$ cat config.mk
export PLATFORM = sky130hd
export DESIGN_NAME = xc_aessub_flat
export DESIGN_NICKNAME = d
export VERILOG_FILES = /design/src/rtl/xc_aessub_if.sv /design/src/rtl/xc_aessub.sv /design/src/flat_wrapper.sv
export SDC_FILE = /design/constraint.sdc
export NUM_CORES = 1
export LEC_CHECK = 0
export ABC_AREA = 1
export CAP_MARGIN = 20
export CORE_MARGIN = 3
export CORE_UTILIZATION = 50
export DETAILED_ROUTE_END_ITERATION = 16
export HOLD_SLACK_MARGIN = 0.02
export PLACE_DENSITY_LB_ADDON = 0.05
export SLEW_MARGIN = 20
export SYNTH_ARGS = -nofsm -noshare
export SYNTH_HDL_FRONTEND = slang
export SYNTH_SLANG_ARGS = --single-unit
$ cat constraint.sdc
create_clock -name clock -period 14.3 [get_ports clock]
set_input_delay 2.86 -clock clock [delete_from_list [all_inputs] [get_ports clock]]
set_output_delay 2.86 -clock clock [all_outputs]
set_load 0.01 [all_outputs]
$ cat src/rtl/xc_aessub_if.sv
// Request/response bundle between the core and the AES column S-box unit.
interface xc_aessub_if;
    logic        valid;
    logic [31:0] rs1;
    logic [31:0] rs2;
    logic        enc;
    logic        ready;
    logic [31:0] result;

    modport master (output valid, rs1, rs2, enc, input ready, result);
    modport slave  (input valid, rs1, rs2, enc, output ready, result);
endinterface

$ cat src/rtl/xc_aessub.sv
// AES column SubBytes/InvSubBytes unit: one shared S-box iterated over four bytes.
// Define XC_AESSUB_FAST_EN for the single-cycle build with four parallel S-boxes.
module xc_aessub (
    input  logic         clock,
    input  logic         reset,
    xc_aessub_if.slave   bus
);

    function automatic logic [7:0] gf_mul(input logic [7:0] a, input logic [7:0] b);
        logic [7:0] p;
        logic [7:0] x;
        p = 8'h00;
        x = a;
        for (int i = 0; i < 8; i++) begin
            if (b[i]) p = p ^ x;
            x = {x[6:0], 1'b0} ^ (x[7] ? 8'h1b : 8'h00);
        end
        return p;
    endfunction

    // a^254 = a^2 * a^4 * ... * a^128; maps 0 to 0 as AES requires.
    function automatic logic [7:0] gf_inv(input logic [7:0] a);
        logic [7:0] s;
        logic [7:0] r;
        s = a;
        r = 8'h01;
        for (int i = 1; i < 8; i++) begin
            s = gf_mul(s, s);
            r = gf_mul(r, s);
        end
        return r;
    endfunction

    function automatic logic [7:0] fwd_affine(input logic [7:0] a);
        return a ^ {a[6:0], a[7]} ^ {a[5:0], a[7:6]} ^ {a[4:0], a[7:5]}
                 ^ {a[3:0], a[7:4]} ^ 8'h63;
    endfunction

    function automatic logic [7:0] inv_affine(input logic [7:0] a);
        return {a[6:0], a[7]} ^ {a[4:0], a[7:5]} ^ {a[1:0], a[7:2]} ^ 8'h05;
    endfunction

    function automatic logic [7:0] sbox(input logic [7:0] x, input logic fwd);
        logic [7:0] inv;
        inv = gf_inv(fwd ? x : inv_affine(x));
        return fwd ? fwd_affine(inv) : inv;
    endfunction

    // Only the two low bytes of rs1 and two high bytes of rs2 form the column.
    logic [31:0] column;
    logic        unused_bits;
    assign column      = {bus.rs2[31:16], bus.rs1[15:0]};
    assign unused_bits = ^{bus.rs1[31:16], bus.rs2[15:0]};

`ifdef XC_AESSUB_FAST_EN

    logic [31:0] fast_result;
    logic        unused_clk_rst;
    assign unused_clk_rst = clock ^ reset;

    generate
        for (genvar gi = 0; gi < 4; gi++) begin : g_sbox
            assign fast_result[gi*8 +: 8] = sbox(column[gi*8 +: 8], bus.enc);
        end
    endgenerate

    assign bus.ready  = bus.valid;
    assign bus.result = bus.valid ? fast_result : 32'h0;

`else

    typedef enum logic [1:0] {IDLE, BUSY, DONE} state_t;

    state_t      state_reg, state_next;
    logic [1:0]  idx_reg, idx_next;
    logic [31:0] operand_reg, operand_next;
    logic        enc_reg, enc_next;
    logic [31:0] result_reg, result_next;
    logic        ready_next;
    logic [7:0]  op_byte;
    logic [7:0]  sub_byte;

    assign op_byte  = operand_reg[{idx_reg, 3'b000} +: 8];
    assign sub_byte = sbox(op_byte, enc_reg);

    always_ff @(posedge clock) begin
        if (reset) begin
            state_reg   <= IDLE;
            idx_reg     <= 2'd0;
            operand_reg <= 32'h0;
            enc_reg     <= 1'b0;
            result_reg  <= 32'h0;
        end else begin
            state_reg   <= state_next;
            idx_reg     <= idx_next;
            operand_reg <= operand_next;
            enc_reg     <= enc_next;
            result_reg  <= result_next;
        end
    end

    always_comb begin
        state_next   = state_reg;
        idx_next     = idx_reg;
        operand_next = operand_reg;
        enc_next     = enc_reg;
        result_next  = result_reg;
        ready_next   = 1'b0;
        case (state_reg)
            IDLE: begin
                if (bus.valid) begin
                    operand_next = column;
                    enc_next     = bus.enc;
                    idx_next     = 2'd0;
                    result_next  = 32'h0;
                    state_next   = BUSY;
                end
            end
            BUSY: begin
                if (!bus.valid) begin
                    state_next   = IDLE;
                    idx_next     = 2'd0;
                    operand_next = 32'h0;
                    enc_next     = 1'b0;
                    result_next  = 32'h0;
                end else begin
                    for (int i = 0; i < 4; i++) begin
                        if (idx_reg == i[1:0]) result_next[i*8 +: 8] = sub_byte;
                    end
                    idx_next = idx_reg + 2'd1;
                    if (idx_reg == 2'd3) state_next = DONE;
                end
            end
            DONE: begin
                // Completion and abort both return to IDLE with cleared state;
                // only a still-valid request sees ready.
                ready_next   = bus.valid;
                state_next   = IDLE;
                idx_next     = 2'd0;
                operand_next = 32'h0;
                enc_next     = 1'b0;
                result_next  = 32'h0;
            end
            default: begin
                state_next   = IDLE;
                idx_next     = 2'd0;
                operand_next = 32'h0;
                enc_next     = 1'b0;
                result_next  = 32'h0;
            end
        endcase
    end

    assign bus.ready  = ready_next;
    assign bus.result = ready_next ? result_reg : 32'h0;

`endif

endmodule

$ cat src/flat_wrapper.sv
// flat-port wrapper written by rule: the top's interface ports become plain ports
module xc_aessub_flat 
  (clock, reset, bus_valid, bus_rs1, bus_rs2, bus_enc, bus_ready, bus_result);
  xc_aessub_if bus_i ();
  input  logic clock;
  input  logic reset;
  input wire logic [$bits(bus_i.valid)-1:0] bus_valid;
  input wire logic [$bits(bus_i.rs1)-1:0] bus_rs1;
  input wire logic [$bits(bus_i.rs2)-1:0] bus_rs2;
  input wire logic [$bits(bus_i.enc)-1:0] bus_enc;
  output wire logic [$bits(bus_i.ready)-1:0] bus_ready;
  output wire logic [$bits(bus_i.result)-1:0] bus_result;
  assign bus_i.valid = bus_valid;
  assign bus_i.rs1 = bus_rs1;
  assign bus_i.rs2 = bus_rs2;
  assign bus_i.enc = bus_enc;
  assign bus_ready = bus_i.ready;
  assign bus_result = bus_i.result;
  xc_aessub u_core (.clock(clock), .reset(reset), .bus(bus_i));
endmodule
==> out/results.txt <==
outcome = finished, final reports clean
Post-CTS Hold Fix Bufs = 0
endpoint class of the critical path = flip-flop
period utilisation layout = 91.6%
first-pass GRT wire length = 116000 um
I/O Buffers = 68
top-count cell post-synth = nand2_1
final instance area = 25700 um2
Iter 0 DRT Violations = 2179
DRC violations left = 0
WL per Instance = 13.9 um
top cells by count, synth = 1962 x nand2_1, 681 x nand3_1, 369 x inv_1
num rows = 76
cell area after synthesis = 22100 um2
Critical Path AT = 13.30 ns
Slowest cell on crit path = ha_2
max-slew violation count = 0
number of synthesized flops with an enable pin = 0
grt ovf = 0
Yosys reg bits = 69
initial antenna violation count = 0
largest net degree at the start of global routing = 38
final core occ = 59.2%
iteration count of the initial detailed-routing pass = 6
Critical path buffers and inverters = 17
ys flop type = dfxtp_1
worst-skew pair later-pin latency = 0.33 ns
clock tree from TritonCTS = done
vias per inst = 5.29
Worst Max-Slew Pin Slew = 0.925 ns
Mapped Nets = 4525
minimum clock period after layout = 13.10 ns
setup TNS = 0 ns
CP delay by family, top = simple AND/OR/NAND/NOR gates
die area = 46800 um2
Async SR Flop Fraction = 0%
placed insts = 5053
Non-Filler Instances = 5173
crit path launch type = flip-flop
final setup violation count = 0
Die Span X = 216 um
crit path max fanout = 17
clk buf depth = 2
Yosys top cell by area = nand2_1
hold crit path type = flip-flop to flip-flop
area grow syn2layout = 16.0%
io pins = 101
vias in the first global route = 23400
H-Tree Depth = 3
Slew headroom = 38.2%
Max-cap violations = 0
FILL cells = 4642
layout cells sized above 1 = 15.4%
Mapped Cells = 4446
crit-path max cell delay = 0.46 ns
Cell variety after synth = 52
clock sink count = 69
CTS buffer count = 9
core area = 43400 um2
Seq/Total Area, Yosys = 6.24%
ant diodes = 0
Starting Density = 51.0%
Yosys warning count = 0
Placed Area = 23400 um2
Reg clk slew, reported paths = 0.06 ns
Die Ht = 216 um
most used cell, CP = nand2_1
FMAX = 0.0764 GHz
Final Hold Fails = 0
top post-synthesis cells by area = nand2_1 33%, nand3_1 15%, inv_1 6.3%
Critical Path RT = 14.50 ns
DRT antenna net count = 0
syn avg cell area = 4.98 um2
clock skew = 0.00714 ns
Routed WL = 71900 um
nets@finish = 4662
RePlAce Congestion = 0.929
CTS root buf = clkbuf_16
path type of the worst setup path = flip-flop to flip-flop
Vias = 27400
GRT Total Usage = 29.1%
area share of the largest cell type after synthesis = 33.3%
HPWL Detailed = 54800 um
what timing repair did:
item	in CTS	in global routing
resized for setup	14	257
gates cloned	0	2
buffers inserted	4	98
pin swaps	1	57
setup endpoints to repair	32	32
tightest hold or removal path: stages, from the launching register on:
cell     delay, ns
dfxtp_1       0.31
nand2_1       0.06
a21oi_1       0.05
stage by stage:
| stage | worst slack (ns) | hold WS [ns] |
|---|---|---|
| CTS | 0.127 | 0.466 |
| global route | -0.175 | 0.475 |
| floorplan | 1.25 | 0.441 |
| finish | 1.20 | 0.466 |
| detailed placement | -0.365 | 0.457 |
| global placement | -0.191 | 0.454 |
area by class of cell:
type	count	area, um2	share of cell area [%]
flip-flops and latches	69	1390	5.41
inverters	515	2020	7.88
clock inverters	6	70.1	0.273
clock buffers	10	229	0.892
well taps	585	732	2.85
multi-input cells	3749	19100	74.6
repair buffers	239	2080	8.12
routing by layer:
metal | global-route usage [%] | wire length (um)
met5 | 0 | 0
met2 | 48.3 | 33100
met1 | 41.0 | 32600
met3 | 2.54 | 4680
met4 | 6.43 | 1470
worst paths after layout:
check,from,end,slack [ns],depth (start not counted)
min reg2reg,u_core.operand_reg[3],u_core.operand_reg[3],0.47,2
max reg2reg,u_core.idx_reg[0],u_core.result_reg[7],1.20,102
min,u_core.operand_reg[3],u_core.operand_reg[3],0.47,2
max,u_core.idx_reg[0],u_core.result_reg[7],1.20,102
logic make-up (layout without fill, tap and decap cells):
kind of cell	after synthesis	count (layout)	share of synthesized area (%)
AND/OR/NAND/NOR	3270	3272	64.5
buffers and inverters	630	770	12.1
XOR/XNOR	252	252	11.3
AO/OA/AOI/OAI	214	214	5.29
flip-flops	69	69	6.24
adder cells (fa/ha/maj)	11	11	0.622
cells in the final DEF (no fill, tap or decap), drive strengths merged, types with 68 or more instances in the layout:
cell,Yosys,layout
xor2,168,168
o21ai,101,101
dfxtp,69,69
inv,499,498
a21oi,88,88
nand3,703,703
nor2,322,322
clkdlybuf4s50,0,68
buf,85,171
nand2,2129,2131
xnor2,81,81
Power is left out: the tool's default activity adds up to more than one toggle a clock period on the data nets, which glitch-free logic cannot reach.
